### src/rtl/riscv_axi_mem_arbiter_if.sv
// AXI4 channel bundle (AR/R/AW/W/B) shared by the arbiter ports.
// master drives requests and consumes responses; slave is the reverse.
interface riscv_axi_mem_arbiter_if;
  logic        arvalid;
  logic        arready;
  logic [31:0] araddr;
  logic [3:0]  arid;
  logic [7:0]  arlen;
  logic [1:0]  arburst;

  logic        rvalid;
  logic        rready;
  logic [31:0] rdata;
  logic [1:0]  rresp;
  logic [3:0]  rid;
  logic        rlast;

  logic        awvalid;
  logic        awready;
  logic [31:0] awaddr;
  logic [3:0]  awid;
  logic [7:0]  awlen;
  logic [1:0]  awburst;

  logic        wvalid;
  logic        wready;
  logic [31:0] wdata;
  logic [3:0]  wstrb;
  logic        wlast;

  logic        bvalid;
  logic        bready;
  logic [1:0]  bresp;
  logic [3:0]  bid;

  modport master (
    output arvalid, araddr, arid, arlen, arburst,
    input  arready,
    input  rvalid, rdata, rresp, rid, rlast,
    output rready,
    output awvalid, awaddr, awid, awlen, awburst,
    input  awready,
    output wvalid, wdata, wstrb, wlast,
    input  wready,
    input  bvalid, bresp, bid,
    output bready
  );

  modport slave (
    input  arvalid, araddr, arid, arlen, arburst,
    output arready,
    output rvalid, rdata, rresp, rid, rlast,
    input  rready,
    input  awvalid, awaddr, awid, awlen, awburst,
    output awready,
    input  wvalid, wdata, wstrb, wlast,
    output wready,
    output bvalid, bresp, bid,
    input  bready
  );
endinterface

### src/rtl/riscv_axi_mem_arbiter.sv
// Two-master to one-slave AXI4 arbiter: icache (inport0) and dcache
// (inport1) share one memory port; read and write paths arbitrate apart.
// Ports: clk_i, rst_ni (async active-low), inport0/inport1 (slave side),
// outport (master side towards memory).
module riscv_axi_mem_arbiter #(
  parameter bit ROUND_ROBIN     = 1'b1,
  parameter bit FIXED_PRIO_PORT = 1'b1
) (
  input  logic                   clk_i,
  input  logic                   rst_ni,
  riscv_axi_mem_arbiter_if.slave  inport0,
  riscv_axi_mem_arbiter_if.slave  inport1,
  riscv_axi_mem_arbiter_if.master outport
);

  typedef enum logic [1:0] {
    R_IDLE,
    R_ADDR,
    R_DATA
  } rd_state_t;

  typedef enum logic [1:0] {
    W_IDLE,
    W_ADDR,
    W_DATA,
    W_RESP
  } wr_state_t;

  rd_state_t rd_state;
  wr_state_t wr_state;

  logic rd_gnt;
  logic rd_ptr;
  logic rd_win;
  logic wr_gnt;
  logic wr_ptr;
  logic wr_win;

  logic rd_a;
  logic rd_d;
  logic wr_a;
  logic wr_d;
  logic wr_b;

  logic ar_v;
  logic r_rdy;
  logic aw_v;
  logic w_v;
  logic w_last;
  logic b_rdy;

  logic ar_hs;
  logic r_done;
  logic aw_hs;
  logic w_done;
  logic b_hs;

  // Lone requester wins; on a tie the port that was not granted last
  // wins (round-robin) or the fixed port wins.
  function automatic logic arb(
    input logic req0,
    input logic req1,
    input logic ptr
  );
    logic win;
    win = req1;
    if (req0 && req1) begin
      win = ROUND_ROBIN ? ~ptr : FIXED_PRIO_PORT;
    end
    return win;
  endfunction

  assign rd_win = arb(inport0.arvalid, inport1.arvalid, rd_ptr);
  assign wr_win = arb(inport0.awvalid, inport1.awvalid, wr_ptr);

  assign rd_a = (rd_state == R_ADDR);
  assign rd_d = (rd_state == R_DATA);
  assign wr_a = (wr_state == W_ADDR);
  assign wr_d = (wr_state == W_DATA);
  assign wr_b = (wr_state == W_RESP);

  // Read path

  assign ar_v  = rd_gnt ? inport1.arvalid : inport0.arvalid;
  assign r_rdy = rd_gnt ? inport1.rready  : inport0.rready;

  assign ar_hs  = rd_a & ar_v & outport.arready;
  assign r_done = rd_d & outport.rvalid & r_rdy & outport.rlast;

  always_ff @(posedge clk_i or negedge rst_ni) begin
    if (!rst_ni) begin
      rd_state <= R_IDLE;
      rd_gnt   <= 1'b0;
      rd_ptr   <= 1'b1;
    end else begin
      unique case (rd_state)
        R_IDLE: begin
          if (inport0.arvalid || inport1.arvalid) begin
            rd_gnt   <= rd_win;
            rd_ptr   <= rd_win;
            rd_state <= R_ADDR;
          end
        end
        R_ADDR: begin
          if (ar_hs) rd_state <= R_DATA;
        end
        R_DATA: begin
          if (r_done) rd_state <= R_IDLE;
        end
        default: rd_state <= R_IDLE;
      endcase
    end
  end

  assign outport.arvalid = rd_a & ar_v;
  assign outport.araddr  = rd_gnt ? inport1.araddr  : inport0.araddr;
  assign outport.arid    = rd_gnt ? inport1.arid    : inport0.arid;
  assign outport.arlen   = rd_gnt ? inport1.arlen   : inport0.arlen;
  assign outport.arburst = rd_gnt ? inport1.arburst : inport0.arburst;
  assign outport.rready  = rd_d & r_rdy;

  assign inport0.arready = rd_a & ~rd_gnt & outport.arready;
  assign inport1.arready = rd_a &  rd_gnt & outport.arready;

  assign inport0.rvalid = rd_d & ~rd_gnt & outport.rvalid;
  assign inport1.rvalid = rd_d &  rd_gnt & outport.rvalid;

  // R payload is broadcast; only rvalid qualifies it per master.
  assign inport0.rdata = outport.rdata;
  assign inport0.rresp = outport.rresp;
  assign inport0.rid   = outport.rid;
  assign inport0.rlast = outport.rlast;
  assign inport1.rdata = outport.rdata;
  assign inport1.rresp = outport.rresp;
  assign inport1.rid   = outport.rid;
  assign inport1.rlast = outport.rlast;

  // Write path

  assign aw_v   = wr_gnt ? inport1.awvalid : inport0.awvalid;
  assign w_v    = wr_gnt ? inport1.wvalid  : inport0.wvalid;
  assign w_last = wr_gnt ? inport1.wlast   : inport0.wlast;
  assign b_rdy  = wr_gnt ? inport1.bready  : inport0.bready;

  assign aw_hs  = wr_a & aw_v & outport.awready;
  assign w_done = wr_d & w_v & outport.wready & w_last;
  assign b_hs   = wr_b & outport.bvalid & b_rdy;

  always_ff @(posedge clk_i or negedge rst_ni) begin
    if (!rst_ni) begin
      wr_state <= W_IDLE;
      wr_gnt   <= 1'b0;
      wr_ptr   <= 1'b1;
    end else begin
      unique case (wr_state)
        W_IDLE: begin
          if (inport0.awvalid || inport1.awvalid) begin
            wr_gnt   <= wr_win;
            wr_ptr   <= wr_win;
            wr_state <= W_ADDR;
          end
        end
        W_ADDR: begin
          if (aw_hs) wr_state <= W_DATA;
        end
        W_DATA: begin
          if (w_done) wr_state <= W_RESP;
        end
        W_RESP: begin
          if (b_hs) wr_state <= W_IDLE;
        end
        default: wr_state <= W_IDLE;
      endcase
    end
  end

  assign outport.awvalid = wr_a & aw_v;
  assign outport.awaddr  = wr_gnt ? inport1.awaddr  : inport0.awaddr;
  assign outport.awid    = wr_gnt ? inport1.awid    : inport0.awid;
  assign outport.awlen   = wr_gnt ? inport1.awlen   : inport0.awlen;
  assign outport.awburst = wr_gnt ? inport1.awburst : inport0.awburst;

  // W beats ahead of the AW handshake stall here (wready low).
  assign outport.wvalid = wr_d & w_v;
  assign outport.wdata  = wr_gnt ? inport1.wdata : inport0.wdata;
  assign outport.wstrb  = wr_gnt ? inport1.wstrb : inport0.wstrb;
  assign outport.wlast  = w_last;
  assign outport.bready = wr_b & b_rdy;

  assign inport0.awready = wr_a & ~wr_gnt & outport.awready;
  assign inport1.awready = wr_a &  wr_gnt & outport.awready;
  assign inport0.wready  = wr_d & ~wr_gnt & outport.wready;
  assign inport1.wready  = wr_d &  wr_gnt & outport.wready;

  assign inport0.bvalid = wr_b & ~wr_gnt & outport.bvalid;
  assign inport1.bvalid = wr_b &  wr_gnt & outport.bvalid;

  assign inport0.bresp = outport.bresp;
  assign inport0.bid   = outport.bid;
  assign inport1.bresp = outport.bresp;
  assign inport1.bid   = outport.bid;

endmodule
### src/flat_wrapper.sv
// flat-port wrapper written by rule: the top's interface ports become plain ports
module riscv_axi_mem_arbiter_flat 
#(
  parameter bit ROUND_ROBIN     = 1'b1,
  parameter bit FIXED_PRIO_PORT = 1'b1
)
  (clk_i, rst_ni, inport0_arvalid, inport0_araddr, inport0_arid, inport0_arlen, inport0_arburst, inport0_arready, inport0_rvalid, inport0_rdata, inport0_rresp, inport0_rid, inport0_rlast, inport0_rready, inport0_awvalid, inport0_awaddr, inport0_awid, inport0_awlen, inport0_awburst, inport0_awready, inport0_wvalid, inport0_wdata, inport0_wstrb, inport0_wlast, inport0_wready, inport0_bvalid, inport0_bresp, inport0_bid, inport0_bready, inport1_arvalid, inport1_araddr, inport1_arid, inport1_arlen, inport1_arburst, inport1_arready, inport1_rvalid, inport1_rdata, inport1_rresp, inport1_rid, inport1_rlast, inport1_rready, inport1_awvalid, inport1_awaddr, inport1_awid, inport1_awlen, inport1_awburst, inport1_awready, inport1_wvalid, inport1_wdata, inport1_wstrb, inport1_wlast, inport1_wready, inport1_bvalid, inport1_bresp, inport1_bid, inport1_bready, outport_arvalid, outport_araddr, outport_arid, outport_arlen, outport_arburst, outport_arready, outport_rvalid, outport_rdata, outport_rresp, outport_rid, outport_rlast, outport_rready, outport_awvalid, outport_awaddr, outport_awid, outport_awlen, outport_awburst, outport_awready, outport_wvalid, outport_wdata, outport_wstrb, outport_wlast, outport_wready, outport_bvalid, outport_bresp, outport_bid, outport_bready);
  riscv_axi_mem_arbiter_if inport0_i ();
  riscv_axi_mem_arbiter_if inport1_i ();
  riscv_axi_mem_arbiter_if outport_i ();
  input  logic clk_i;
  input  logic rst_ni;
  input wire logic [$bits(inport0_i.arvalid)-1:0] inport0_arvalid;
  input wire logic [$bits(inport0_i.araddr)-1:0] inport0_araddr;
  input wire logic [$bits(inport0_i.arid)-1:0] inport0_arid;
  input wire logic [$bits(inport0_i.arlen)-1:0] inport0_arlen;
  input wire logic [$bits(inport0_i.arburst)-1:0] inport0_arburst;
  output wire logic [$bits(inport0_i.arready)-1:0] inport0_arready;
  output wire logic [$bits(inport0_i.rvalid)-1:0] inport0_rvalid;
  output wire logic [$bits(inport0_i.rdata)-1:0] inport0_rdata;
  output wire logic [$bits(inport0_i.rresp)-1:0] inport0_rresp;
  output wire logic [$bits(inport0_i.rid)-1:0] inport0_rid;
  output wire logic [$bits(inport0_i.rlast)-1:0] inport0_rlast;
  input wire logic [$bits(inport0_i.rready)-1:0] inport0_rready;
  input wire logic [$bits(inport0_i.awvalid)-1:0] inport0_awvalid;
  input wire logic [$bits(inport0_i.awaddr)-1:0] inport0_awaddr;
  input wire logic [$bits(inport0_i.awid)-1:0] inport0_awid;
  input wire logic [$bits(inport0_i.awlen)-1:0] inport0_awlen;
  input wire logic [$bits(inport0_i.awburst)-1:0] inport0_awburst;
  output wire logic [$bits(inport0_i.awready)-1:0] inport0_awready;
  input wire logic [$bits(inport0_i.wvalid)-1:0] inport0_wvalid;
  input wire logic [$bits(inport0_i.wdata)-1:0] inport0_wdata;
  input wire logic [$bits(inport0_i.wstrb)-1:0] inport0_wstrb;
  input wire logic [$bits(inport0_i.wlast)-1:0] inport0_wlast;
  output wire logic [$bits(inport0_i.wready)-1:0] inport0_wready;
  output wire logic [$bits(inport0_i.bvalid)-1:0] inport0_bvalid;
  output wire logic [$bits(inport0_i.bresp)-1:0] inport0_bresp;
  output wire logic [$bits(inport0_i.bid)-1:0] inport0_bid;
  input wire logic [$bits(inport0_i.bready)-1:0] inport0_bready;
  input wire logic [$bits(inport1_i.arvalid)-1:0] inport1_arvalid;
  input wire logic [$bits(inport1_i.araddr)-1:0] inport1_araddr;
  input wire logic [$bits(inport1_i.arid)-1:0] inport1_arid;
  input wire logic [$bits(inport1_i.arlen)-1:0] inport1_arlen;
  input wire logic [$bits(inport1_i.arburst)-1:0] inport1_arburst;
  output wire logic [$bits(inport1_i.arready)-1:0] inport1_arready;
  output wire logic [$bits(inport1_i.rvalid)-1:0] inport1_rvalid;
  output wire logic [$bits(inport1_i.rdata)-1:0] inport1_rdata;
  output wire logic [$bits(inport1_i.rresp)-1:0] inport1_rresp;
  output wire logic [$bits(inport1_i.rid)-1:0] inport1_rid;
  output wire logic [$bits(inport1_i.rlast)-1:0] inport1_rlast;
  input wire logic [$bits(inport1_i.rready)-1:0] inport1_rready;
  input wire logic [$bits(inport1_i.awvalid)-1:0] inport1_awvalid;
  input wire logic [$bits(inport1_i.awaddr)-1:0] inport1_awaddr;
  input wire logic [$bits(inport1_i.awid)-1:0] inport1_awid;
  input wire logic [$bits(inport1_i.awlen)-1:0] inport1_awlen;
  input wire logic [$bits(inport1_i.awburst)-1:0] inport1_awburst;
  output wire logic [$bits(inport1_i.awready)-1:0] inport1_awready;
  input wire logic [$bits(inport1_i.wvalid)-1:0] inport1_wvalid;
  input wire logic [$bits(inport1_i.wdata)-1:0] inport1_wdata;
  input wire logic [$bits(inport1_i.wstrb)-1:0] inport1_wstrb;
  input wire logic [$bits(inport1_i.wlast)-1:0] inport1_wlast;
  output wire logic [$bits(inport1_i.wready)-1:0] inport1_wready;
  output wire logic [$bits(inport1_i.bvalid)-1:0] inport1_bvalid;
  output wire logic [$bits(inport1_i.bresp)-1:0] inport1_bresp;
  output wire logic [$bits(inport1_i.bid)-1:0] inport1_bid;
  input wire logic [$bits(inport1_i.bready)-1:0] inport1_bready;
  output wire logic [$bits(outport_i.arvalid)-1:0] outport_arvalid;
  output wire logic [$bits(outport_i.araddr)-1:0] outport_araddr;
  output wire logic [$bits(outport_i.arid)-1:0] outport_arid;
  output wire logic [$bits(outport_i.arlen)-1:0] outport_arlen;
  output wire logic [$bits(outport_i.arburst)-1:0] outport_arburst;
  input wire logic [$bits(outport_i.arready)-1:0] outport_arready;
  input wire logic [$bits(outport_i.rvalid)-1:0] outport_rvalid;
  input wire logic [$bits(outport_i.rdata)-1:0] outport_rdata;
  input wire logic [$bits(outport_i.rresp)-1:0] outport_rresp;
  input wire logic [$bits(outport_i.rid)-1:0] outport_rid;
  input wire logic [$bits(outport_i.rlast)-1:0] outport_rlast;
  output wire logic [$bits(outport_i.rready)-1:0] outport_rready;
  output wire logic [$bits(outport_i.awvalid)-1:0] outport_awvalid;
  output wire logic [$bits(outport_i.awaddr)-1:0] outport_awaddr;
  output wire logic [$bits(outport_i.awid)-1:0] outport_awid;
  output wire logic [$bits(outport_i.awlen)-1:0] outport_awlen;
  output wire logic [$bits(outport_i.awburst)-1:0] outport_awburst;
  input wire logic [$bits(outport_i.awready)-1:0] outport_awready;
  output wire logic [$bits(outport_i.wvalid)-1:0] outport_wvalid;
  output wire logic [$bits(outport_i.wdata)-1:0] outport_wdata;
  output wire logic [$bits(outport_i.wstrb)-1:0] outport_wstrb;
  output wire logic [$bits(outport_i.wlast)-1:0] outport_wlast;
  input wire logic [$bits(outport_i.wready)-1:0] outport_wready;
  input wire logic [$bits(outport_i.bvalid)-1:0] outport_bvalid;
  input wire logic [$bits(outport_i.bresp)-1:0] outport_bresp;
  input wire logic [$bits(outport_i.bid)-1:0] outport_bid;
  output wire logic [$bits(outport_i.bready)-1:0] outport_bready;
  assign inport0_i.arvalid = inport0_arvalid;
  assign inport0_i.araddr = inport0_araddr;
  assign inport0_i.arid = inport0_arid;
  assign inport0_i.arlen = inport0_arlen;
  assign inport0_i.arburst = inport0_arburst;
  assign inport0_arready = inport0_i.arready;
  assign inport0_rvalid = inport0_i.rvalid;
  assign inport0_rdata = inport0_i.rdata;
  assign inport0_rresp = inport0_i.rresp;
  assign inport0_rid = inport0_i.rid;
  assign inport0_rlast = inport0_i.rlast;
  assign inport0_i.rready = inport0_rready;
  assign inport0_i.awvalid = inport0_awvalid;
  assign inport0_i.awaddr = inport0_awaddr;
  assign inport0_i.awid = inport0_awid;
  assign inport0_i.awlen = inport0_awlen;
  assign inport0_i.awburst = inport0_awburst;
  assign inport0_awready = inport0_i.awready;
  assign inport0_i.wvalid = inport0_wvalid;
  assign inport0_i.wdata = inport0_wdata;
  assign inport0_i.wstrb = inport0_wstrb;
  assign inport0_i.wlast = inport0_wlast;
  assign inport0_wready = inport0_i.wready;
  assign inport0_bvalid = inport0_i.bvalid;
  assign inport0_bresp = inport0_i.bresp;
  assign inport0_bid = inport0_i.bid;
  assign inport0_i.bready = inport0_bready;
  assign inport1_i.arvalid = inport1_arvalid;
  assign inport1_i.araddr = inport1_araddr;
  assign inport1_i.arid = inport1_arid;
  assign inport1_i.arlen = inport1_arlen;
  assign inport1_i.arburst = inport1_arburst;
  assign inport1_arready = inport1_i.arready;
  assign inport1_rvalid = inport1_i.rvalid;
  assign inport1_rdata = inport1_i.rdata;
  assign inport1_rresp = inport1_i.rresp;
  assign inport1_rid = inport1_i.rid;
  assign inport1_rlast = inport1_i.rlast;
  assign inport1_i.rready = inport1_rready;
  assign inport1_i.awvalid = inport1_awvalid;
  assign inport1_i.awaddr = inport1_awaddr;
  assign inport1_i.awid = inport1_awid;
  assign inport1_i.awlen = inport1_awlen;
  assign inport1_i.awburst = inport1_awburst;
  assign inport1_awready = inport1_i.awready;
  assign inport1_i.wvalid = inport1_wvalid;
  assign inport1_i.wdata = inport1_wdata;
  assign inport1_i.wstrb = inport1_wstrb;
  assign inport1_i.wlast = inport1_wlast;
  assign inport1_wready = inport1_i.wready;
  assign inport1_bvalid = inport1_i.bvalid;
  assign inport1_bresp = inport1_i.bresp;
  assign inport1_bid = inport1_i.bid;
  assign inport1_i.bready = inport1_bready;
  assign outport_arvalid = outport_i.arvalid;
  assign outport_araddr = outport_i.araddr;
  assign outport_arid = outport_i.arid;
  assign outport_arlen = outport_i.arlen;
  assign outport_arburst = outport_i.arburst;
  assign outport_i.arready = outport_arready;
  assign outport_i.rvalid = outport_rvalid;
  assign outport_i.rdata = outport_rdata;
  assign outport_i.rresp = outport_rresp;
  assign outport_i.rid = outport_rid;
  assign outport_i.rlast = outport_rlast;
  assign outport_rready = outport_i.rready;
  assign outport_awvalid = outport_i.awvalid;
  assign outport_awaddr = outport_i.awaddr;
  assign outport_awid = outport_i.awid;
  assign outport_awlen = outport_i.awlen;
  assign outport_awburst = outport_i.awburst;
  assign outport_i.awready = outport_awready;
  assign outport_wvalid = outport_i.wvalid;
  assign outport_wdata = outport_i.wdata;
  assign outport_wstrb = outport_i.wstrb;
  assign outport_wlast = outport_i.wlast;
  assign outport_i.wready = outport_wready;
  assign outport_i.bvalid = outport_bvalid;
  assign outport_i.bresp = outport_bresp;
  assign outport_i.bid = outport_bid;
  assign outport_bready = outport_i.bready;
  riscv_axi_mem_arbiter #(.ROUND_ROBIN(ROUND_ROBIN), .FIXED_PRIO_PORT(FIXED_PRIO_PORT)) u_core (.clk_i(clk_i), .rst_ni(rst_ni), .inport0(inport0_i), .inport1(inport1_i), .outport(outport_i));
endmodule
### config.mk
export PLATFORM = sky130hd
export DESIGN_NAME = riscv_axi_mem_arbiter_flat
export DESIGN_NICKNAME = d
export VERILOG_FILES = /design/src/rtl/riscv_axi_mem_arbiter_if.sv /design/src/rtl/riscv_axi_mem_arbiter.sv /design/src/flat_wrapper.sv
export SDC_FILE = /design/constraint.sdc
export NUM_CORES = 1
export LEC_CHECK = 0
export CAP_MARGIN = 20
export CORE_AREA = 5 5 210 212
export CTS_BUF_LIST = sky130_fd_sc_hd__clkbuf_4
export DETAILED_ROUTE_END_ITERATION = 8
export DIE_AREA = 0 0 215 217
export DONT_BUFFER_PORTS = 1
export PLACE_DENSITY = 0.3
export RECOVER_POWER = 25
export SLEW_MARGIN = 20
export SYNTH_ARGS = -nofsm -noshare
export SYNTH_HDL_FRONTEND = slang
export SYNTH_SLANG_ARGS = --single-unit
### constraint.sdc
create_clock -name clk_i -period 1.5 [get_ports clk_i]
set_input_delay 0.375 -clock clk_i [delete_from_list [all_inputs] [get_ports clk_i]]
set_output_delay 0.375 -clock clk_i [all_outputs]
set_load 0.02 [all_outputs]
==> Word-level counts from Yosys, hierarchy flattened <==
Index checks and enable logic that the tools add are counted.
{ "totals": {"ff_bits": 8, "memories": 0, "latchBits": 0, "output_inout_bits": 234, "ram_bits": 0, "mem_bits_ro": 0, "wordCells": 93} }
{ "op_classes": {"addsub": 0, "n_reduce_logical": 10, "order_cmp": 0, "muxes": 27, "n_bitwise": 38, "mul": 0, "shift": 0, "div_mod_pow": 0, "eq_ne": 12} }
{ "ops": {"columns": ["cell", "n"], "rows": [
  ["2-to-1 mux 32 bit", 3],
  ["AND 1 bit", 34],
  ["2-to-1 mux 2 bit", 9],
  ["2-to-1 mux 8 bit", 2],
  ["2-to-1 mux 4 bit", 3],
  ["inequality test 2 bit (second input constant)", 5],
  ["2-to-1 mux 1 bit", 8],
  ["one-hot mux 2 bit (4 select lines)", 1],
  ["== test 2 bit (second input constant)", 3],
  ["one-hot mux 2 bit (3 select lines)", 1],
  ["== test 2 x 1 -> 1 bit (second input constant)", 2],
  ["zero test 2 bit", 2],
  ["inequality test 2 x 1 -> 1 bit (second input constant)", 2],
  ["inverter 1 bit", 4],
  ["AND reduction 2 bit", 2],
  ["AND reduction 4 bit", 1],
  ["AND reduction 3 bit", 1],
  ["logical AND 1 bit", 2],
  ["logical OR 1 bit", 2]
]} }

==> Logic depth before layout (Yosys ltp) <==
Gate-level depths: netlist (run 1).
{ "logic_depth": {"ltp_word": 6, "depth_mapped": 6, "ltp_nobuf": 5} }

==> Worst setup path before layout (run 1) <==
No wires, ideal clock.
{ "synth_path": {"path_type": "register to output", "from": "reg u_core.wr_gnt", "to": "out outport_awvalid", "path_stages_with_launch": 6, "t_arrival_ps": 1258, "path_slack_ps": -133, "cell_sequence": "dfrtp_1 buf_4 buf_2 buf_2 mux2i_1 nor2b_1"} }
{ "synth_between": {"elab_chain_cells": 2} }
{ "synth_lines": {"columns": ["element", "line", "rtl"], "rows": [
  ["from (decl)", "riscv_axi_mem_arbiter.sv:35", "logic wr_gnt;"],
  ["from (signal assigned)", "riscv_axi_mem_arbiter.sv:158", "wr_gnt <= wr_win;"],
  ["2-to-1 mux 1 bit", "riscv_axi_mem_arbiter.sv:140", "assign aw_v = wr_gnt ? inport1.awvalid : inport0.awvalid;"],
  ["AND 1 bit", "riscv_axi_mem_arbiter.sv:177", "assign outport.awvalid = wr_a & aw_v;"],
  ["to (decl)", "flat_wrapper.sv:79", "output wire logic [$bits(outport_i.awvalid)-1:0] outport_awvalid;"]
]} }
Every way passes these cells.

==> Worst setup path in the final report (run 1) <==
{ "layout_path": {"from": "reg u_core.wr_gnt", "to": "out outport_wdata[22]"} }
{ "layout_between": {"elab_chain_cells": 1} }
{ "layout_lines": {"columns": ["element", "line", "rtl"], "rows": [
  ["2-to-1 mux 32 bit", "riscv_axi_mem_arbiter.sv:185", "assign outport.wdata = wr_gnt ? inport1.wdata : inport0.wdata;"],
  ["to (decl)", "flat_wrapper.sv:86", "output wire logic [$bits(outport_i.wdata)-1:0] outport_wdata;"]
]} }
Every way passes these cells.

==> results of run 1 <==
[critical path: stages, from the launching register on]
cell,delay (ns)
sky130_fd_sc_hd__dfrtp_4,0.50
sky130_fd_sc_hd__buf_6,0.15
sky130_fd_sc_hd__buf_12,0.17
sky130_fd_sc_hd__mux2_4,0.38
[registers in the layout (all words and copies together), names as in the netlist]
signal / flops
u_core.wr_ptr: 1
u_core.rd_ptr: 1
u_core.wr_state: 2
u_core.wr_gnt: 1
u_core.rd_state: 2
u_core.rd_gnt: 1
[area by class of cell]
type	count	share of cell area [%]
antenna	1	0.0621
timing repair buffer	60	17.4
sequential	8	5.21
inverter	6	0.558
tap	539	16.7
clock buffer	3	0.558
multi-input combinational	187	59.5
[report_power, final]
part / internal [mW] / leakage (nW) / switching, mW
registers: 0.365 / 0.0880 / 0.155
clock network: 0.0926 / 0.0138 / 0.0894
logic: 3.89 / 1.56 / 4.12
total: 4.35 / 1.66 / 4.36
[synth_stat cells]
library cell and instances:
sky130_fd_sc_hd__inv_1 6, sky130_fd_sc_hd__a31oi_1 1, sky130_fd_sc_hd__dfrtp_1 6, sky130_fd_sc_hd__dfstp_2 2
sky130_fd_sc_hd__mux2i_1 7, sky130_fd_sc_hd__ha_1 4, sky130_fd_sc_hd__nor2_1 8, sky130_fd_sc_hd__mux2_4 1
sky130_fd_sc_hd__a22oi_1 1, sky130_fd_sc_hd__a32o_1 1, sky130_fd_sc_hd__a21o_1 1, sky130_fd_sc_hd__buf_4 91
sky130_fd_sc_hd__and3_1 5, sky130_fd_sc_hd__nor2b_1 7, sky130_fd_sc_hd__o2111ai_2 1, sky130_fd_sc_hd__o21ai_0 5
sky130_fd_sc_hd__o31ai_2 1, sky130_fd_sc_hd__nand2_1 13, sky130_fd_sc_hd__a21oi_1 2, sky130_fd_sc_hd__o32ai_1 1
sky130_fd_sc_hd__mux2_2 128, sky130_fd_sc_hd__buf_2 15, sky130_fd_sc_hd__buf_1 1
[metrics by stage]
step	setup TNS, ns	cell area [um^2]	power, mW	hold WS (ns)	utilization (%)
detailed placement	-8.98	3000	6.06	0.0801	7.19
global placement	-7.45	3000	6.08	0.0803	7.19
floorplan	-1.44	2860	5.25	0.0794	-
global route	-48.51	4030	9.13	0.175	9.66
finish	-41.78	4030	8.71	0.186	9.66
CTS	-47.63	3560	7.55	0.162	8.53
[cells by family (layout without fill, tap and decap cells)]
kind of cell	Yosys count	in the layout	share of synthesized area, %
flops	8	8	7.19
simple gates	33	33	5.46
other cells	0	1	0
buf+inv	113	69	27.8
mux	136	136	54.1
fa+ha+maj	4	4	1.77
compound gates	14	14	3.64
[routing by layer]
metal	part of all wire, %	vias up	GRT usage [%]	routed length [um]
met5	0.080	-	0	13
met4	1.6	2	1.69	262
met3	8.7	25	1.97	1420
met2	44	199	7.22	7150
met1	46	1135	8.39	7500
li1	-	898	-	-
[how the worst min path moves through the flow]
stage,start,endpoint,slack (ns),depth (start not counted)
5_1_grt,inport0_awvalid,u_core.wr_ptr,0.18,1
6_report,inport0_awvalid,u_core.wr_ptr,0.19,1
3_5_place_dp,rst_ni,u_core.rd_state[1],0.08,0
2_1_floorplan,rst_ni,u_core.rd_gnt,0.08,0
3_3_place_gp,rst_ni,u_core.rd_state[0],0.08,0
4_1_cts,inport0_awvalid,u_core.wr_ptr,0.16,1
[placed cells by master (no fill, tap or decap), types with 4 or more instances in the layout]
master                    synthesis  routed
sky130_fd_sc_hd__buf_12           0       5
sky130_fd_sc_hd__and3_4           0       4
sky130_fd_sc_hd__mux2_4           1     111
sky130_fd_sc_hd__nand2_1         13       9
sky130_fd_sc_hd__nor2_1           8       4
sky130_fd_sc_hd__inv_1            6       4
sky130_fd_sc_hd__nand2_2          0       4
sky130_fd_sc_hd__o21ai_0          5       4
sky130_fd_sc_hd__buf_6            0      19
sky130_fd_sc_hd__buf_4           91      27
sky130_fd_sc_hd__mux2_2         128      18
[repair_timing]
action / in CTS / in global routing
hold buffers: 1 / 0
pin swaps: 3 / 7
setup endpoints to repair: 145 / 146
setup buffers: 13 / 12
gates resized for setup: 103 / 81
cloned: 2 / 6
hold endpoints to repair: 8 / 0
==> flow_metrics.tcl, run 1 <==
set metrics [dict create \
    cts_tree "built" \
    drive_above_1_share_pct 84.5 \
    layout_overhead_on_the_synthesized_area_pct 43.0 \
    post_drt_wl_per_cell_um 20.3 \
    vias 2259 \
    io-pin-count 554 \
    rsz0062_at_grt "true" \
    worst_clock_skew_ns 0.000298 \
    startpoint_type "flip-flop" \
    antenna_violating_nets_left 0 \
    synth.area.top_cells "sky130_fd_sc_hd__mux2_2, sky130_fd_sc_hd__buf_4, sky130_fd_sc_hd__dfrtp_1, sky130_fd_sc_hd__buf_2, sky130_fd_sc_hd__mux2i_1" \
    timing.final.ws_setup_ns -0.356 \
    clockBufferDepth 2 \
    data_required_time_at_the_worst_endpoint_ns 1.12 \
    clkSlewWorstSetupHoldPaths_ns 0.05 \
    failed_checks "negative setup slack" \
    hpwlAfterDp_mm 13.4 \
    ys_types 23 \
    worst-r2r-cell-count 7 \
    synth_largest_area_cell "sky130_fd_sc_hd__mux2_2" \
    postSynthRegisterBits 8 \
    worst_skew_pair.late_latency_ns 0.26 \
    hp-class "primary input to flip-flop" \
    die_w_um 215 \
    hold_viol_final 0 \
    power.ir.vdd_worst_uv 681 \
    type_of_the_worst_setup_path "flip-flop to output port" \
    synthesis.area_per_instance_um2 9.16 \
    worstPathArrival_ns 1.48 \
    routabilityCongestion 0.769 \
    power.static_leakage_nw 1.66 \
    outcome "finished, violations left" \
    ys_seq_area_share_pct 7.19 \
    cts.sinks 8 \
    syn-cell-area_um2 2820 \
    final-max-slew-violation-count 0 \
    final-instance-count-excl-fill 804 \
    power-per-cell-area_nw_per_um2 2160 \
    multi_input_area_um2 2400 \
    wire_length_of_the_first_global_routing_pass_mm 18.8 \
    synth_net_count 632 \
    timing.final.crit_share_pct 124 \
    syn-instance-count 308 \
    core_um2 41800 \
    critical_path.max_fanout 23 \
    r2r_slack_ns -0.32 \
    first_iter_violations 110 \
    critPathCaptureType "output port" \
    floorplan.initialDensity_pct 6.75 \
    design.die.area_um2 46700 \
    cts_root_buffer "sky130_fd_sc_hd__clkbuf_4" \
    remaining_drc_errors 0 \
    endpoint "outport_wdata[22]" \
    clock.fmax_ghz 0.539 \
    final_nets 590 \
    antenna_violations_before_repair 3 \
    num_rows 75 \
    grt_max_degree 40 \
    drv_cap 0 \
    placedCellCount 770 \
    globalRoute.totalOverflow 0 \
    period_needed_ns 1.86 \
    finalWirelength_mm 16.4 \
    sequential_cell_area_um2 210 \
    h-tree-depth 1 \
    fillerInstances 4790 \
    synth_top_area_share_pct 51.1 \
    grtUsageTotal_pct 5.56 \
    vias_in_the_first_global_route 2340 \
    i_o_buffers 0 \
    regToRegEndpoint "u_core.wr_state[1]" \
    pre_cts_slack_ns -0.156 \
    fp.dieH_um 217 \
    regToRegStartpoint "u_core.wr_gnt" \
    cts_buffers 3 \
    drtPass1Iterations 7 \
    drt-vias-per-instance 2.81 \
    critical_path.startpoint "u_core.wr_gnt" \
    slew_headroom_pct 67.3 \
    worstMarginPinSlew_ns 0.489 \
    synth-warning-count 0 \
    finalSetupViolCount 146 \
]
Note: power is estimated with default switching activity, not from simulation.
==> run 2: changes to the inputs <==
CORE_AREA = 5 5 214 216   (was 5 5 210 212)
DIE_AREA = 0 0 219 221   (was 0 0 215 217)
==> run 2 against run 1 <==
The flow still finishes with violations (negative setup slack). Critical path depth stayed put. Global-route usage is 0.75 points higher. Sequential power is 3% higher. Non-clock buffer count is 1 lower. Core utilization is 0.11 points higher. Worst hold slack worse by 0.0034 ns. Largest cell class unchanged. Clock power is 5% lower. Via count is 1.0% higher. Register-to-register slack better by 0.05 ns. Combinational power is 7.2% higher. Cell count is 6.7% higher. Fmax is 0.68% lower.
==> flow_metrics.tcl, run 2 (synthesis results as in run 1) <==
set metrics [dict create \
    timing.final.crit_share_pct 125 \
    worstMarginPinSlew_ns 0.448 \
    hpwlAfterDp_mm 14.4 \
    hp-class "primary input to flip-flop" \
    period_needed_ns 1.87 \
    worstPathArrival_ns 1.49 \
    power.ir.vdd_worst_uv 666 \
    type_of_the_worst_setup_path "flip-flop to output port" \
    clkSlewWorstSetupHoldPaths_ns 0.06 \
    fp.dieH_um 221 \
    seq_power_share_pct 5.8 \
    fin_tns_setup_ns -42.49 \
    post_drt_wl_per_cell_um 20.6 \
    chain_of_cells_forming_the_critical_path "buf_12 > buf_16 > mux2_4" \
    worst_skew_pair.late_latency_ns 0.26 \
    startpoint_type "flip-flop" \
    grt_max_degree 27 \
    drive_above_1_share_pct 84.4 \
    count_of_buffer_and_inverter_cells_on_the_critical_path 2 \
    routabilityCongestion 0.796 \
    most-common-layout-cells "sky130_fd_sc_hd__mux2_4, sky130_fd_sc_hd__buf_6, sky130_fd_sc_hd__buf_4, sky130_fd_sc_hd__mux2_2, sky130_fd_sc_hd__nand2_1" \
    drt-vias-per-instance 2.66 \
    num_rows 77 \
    hold_viol_final 0 \
    antenna_violating_nets_left 0 \
    cpLargestDelayFamily "flip-flops" \
    cts_tree "built" \
    antenna_violations_before_repair 4 \
    grtUsageTotal_pct 6.31 \
    cts_root_buffer "sky130_fd_sc_hd__clkbuf_4" \
    h-tree-depth 1 \
    slew_headroom_pct 70.0 \
    vias_in_the_first_global_route 2415 \
    timing.final.ws_setup_ns -0.368 \
    floorplan.initialDensity_pct 6.45 \
    final-max-slew-violation-count 0 \
    data_required_time_at_the_worst_endpoint_ns 1.12 \
    clock.fmax_ghz 0.535 \
    first_iter_violations 113 \
    clockBufferDepth 2 \
    layout.core_utilization_pct 9.77 \
    switching_portion_of_total_power_pct 48.0 \
    outcome "finished, violations left" \
    crit_path_max_incr_delay_ns 0.51 \
    drtPass1Iterations 4 \
    globalRoute.totalOverflow 0 \
    final_nets 589 \
    cpMaxStageDelayCell "sky130_fd_sc_hd__dfrtp_4" \
    pre_cts_slack_ns -0.218 \
    power-per-cell-area_nw_per_um2 2170 \
    reg_top3 "u_core.rd_state x2, u_core.wr_state x2" \
    wire_length_of_the_first_global_routing_pass_mm 21.9 \
    switchingPower_mw 4.46 \
    critPathCaptureType "output port" \
    vias 2282 \
    i_o_buffers 0 \
    finalSetupViolCount 146 \
    remaining_drc_errors 0 \
    fillerInstances 5063 \
    core_um2 43700 \
    layout_overhead_on_the_synthesized_area_pct 51.6 \
    critical_path.max_fanout 7 \
    cts.sinks 8 \
    power.static_leakage_nw 1.74 \
    pwr-share-comb_pct 92.4 \
    layout_commonest_cell "sky130_fd_sc_hd__mux2_4" \
    rsz0062_at_grt "true" \
    die_w_um 219 \
    drv_cap 0 \
    clkPwrFrac_pct 1.9 \
    worst_clock_skew_ns 0.000336 \
    cell_internal_pwr_mw 4.84 \
    failed_checks "negative setup slack" \
    io-pin-count 554 \
    finalWirelength_mm 17.7 \
    design.die.area_um2 48400 \
    cts_buffers 3 \
    finalHoldWorstSlack_ns 0.183 \
]
[run 2: changes by cell type in the layout (fill, tap and decap cells not counted), moves of 2 or more]
cell / before / now
sky130_fd_sc_hd__mux2_4: 111 / 117
sky130_fd_sc_hd__buf_8: 3 / 0
sky130_fd_sc_hd__buf_12: 5 / 9
sky130_fd_sc_hd__buf_4: 27 / 18
sky130_fd_sc_hd__nand2_2: 4 / 2
sky130_fd_sc_hd__mux2_2: 18 / 12
sky130_fd_sc_hd__diode_2: 1 / 3
sky130_fd_sc_hd__buf_16: 2 / 9
[run 2: what timing repair did]
action | in CTS | in global routing
gates cloned | 8 | 3
setup buffers | 9 | 10
resized for setup | 127 | 63
pin swaps | 4 | 3
endpoints found under the setup margin | 146 | 147
hold buffers | 1 | 0
hold endpoints to repair | 8 | 0
[run 2: final timing paths]
path	slack [ns]	endpoint	cells past startpoint	start
worst max-delay path	-0.37	outport_wdata[2]	3	u_core.wr_gnt
worst min-delay path	0.18	u_core.wr_ptr	1	inport0_awvalid
worst max register to register	-0.27	u_core.wr_state[1]	5	u_core.wr_gnt
worst min register to register	0.49	u_core.rd_ptr	2	u_core.rd_ptr
max in group asynchronous	0.66	u_core.wr_gnt	1	rst_ni
min in group asynchronous	0.49	u_core.wr_gnt	1	rst_ni
[run 2: final cells by class]
| cell class | count | area (um^2) | share of cell area [%] |
|---|---|---|---|
| inverter | 6 | 22.5 | 0.527 |
| timing repair buffer | 59 | 848 | 19.8 |
| clock buffer | 3 | 22.5 | 0.527 |
| tap | 592 | 741 | 17.3 |
| multi-input combinational | 187 | 2420 | 56.7 |
| sequential | 8 | 210 | 4.92 |
| antenna | 3 | 7.51 | 0.176 |
[run 2: stage by stage]
stage | power, mW | cell area, um^2 | instances
2_1_floorplan | 5.25 | 2860 | 308
3_5_place_dp | 6.00 | 3070 | 822
4_1_cts | 8.42 | 3890 | 843
6_report | 9.29 | 4270 | 858
5_1_grt | 9.70 | 4270 | 856
3_3_place_gp | 6.02 | 3070 | 822
[run 2: power by group through the flow]
| stage | Combinational (mW) | Sequential [mW] | Clock (mW) |
|---|---|---|---|
| after floorplan | 4.84 | 0.410 | 0 |
| after global routing | 8.93 | 0.560 | 0.210 |
| after global placement | 5.50 | 0.520 | 0 |
| after detailed placement | 5.48 | 0.521 | 0 |
| after CTS | 7.70 | 0.528 | 0.196 |
| final | 8.59 | 0.535 | 0.172 |
[run 2: per-layer routing]
layer	track usage [%]	share of wire [%]	vias to the layer above
li1	-	-	900
met1	8.98	43	1117
met2	9.01	43	222
met3	2.24	11	37
met4	1.60	2.2	6
met5	0	0.19	-
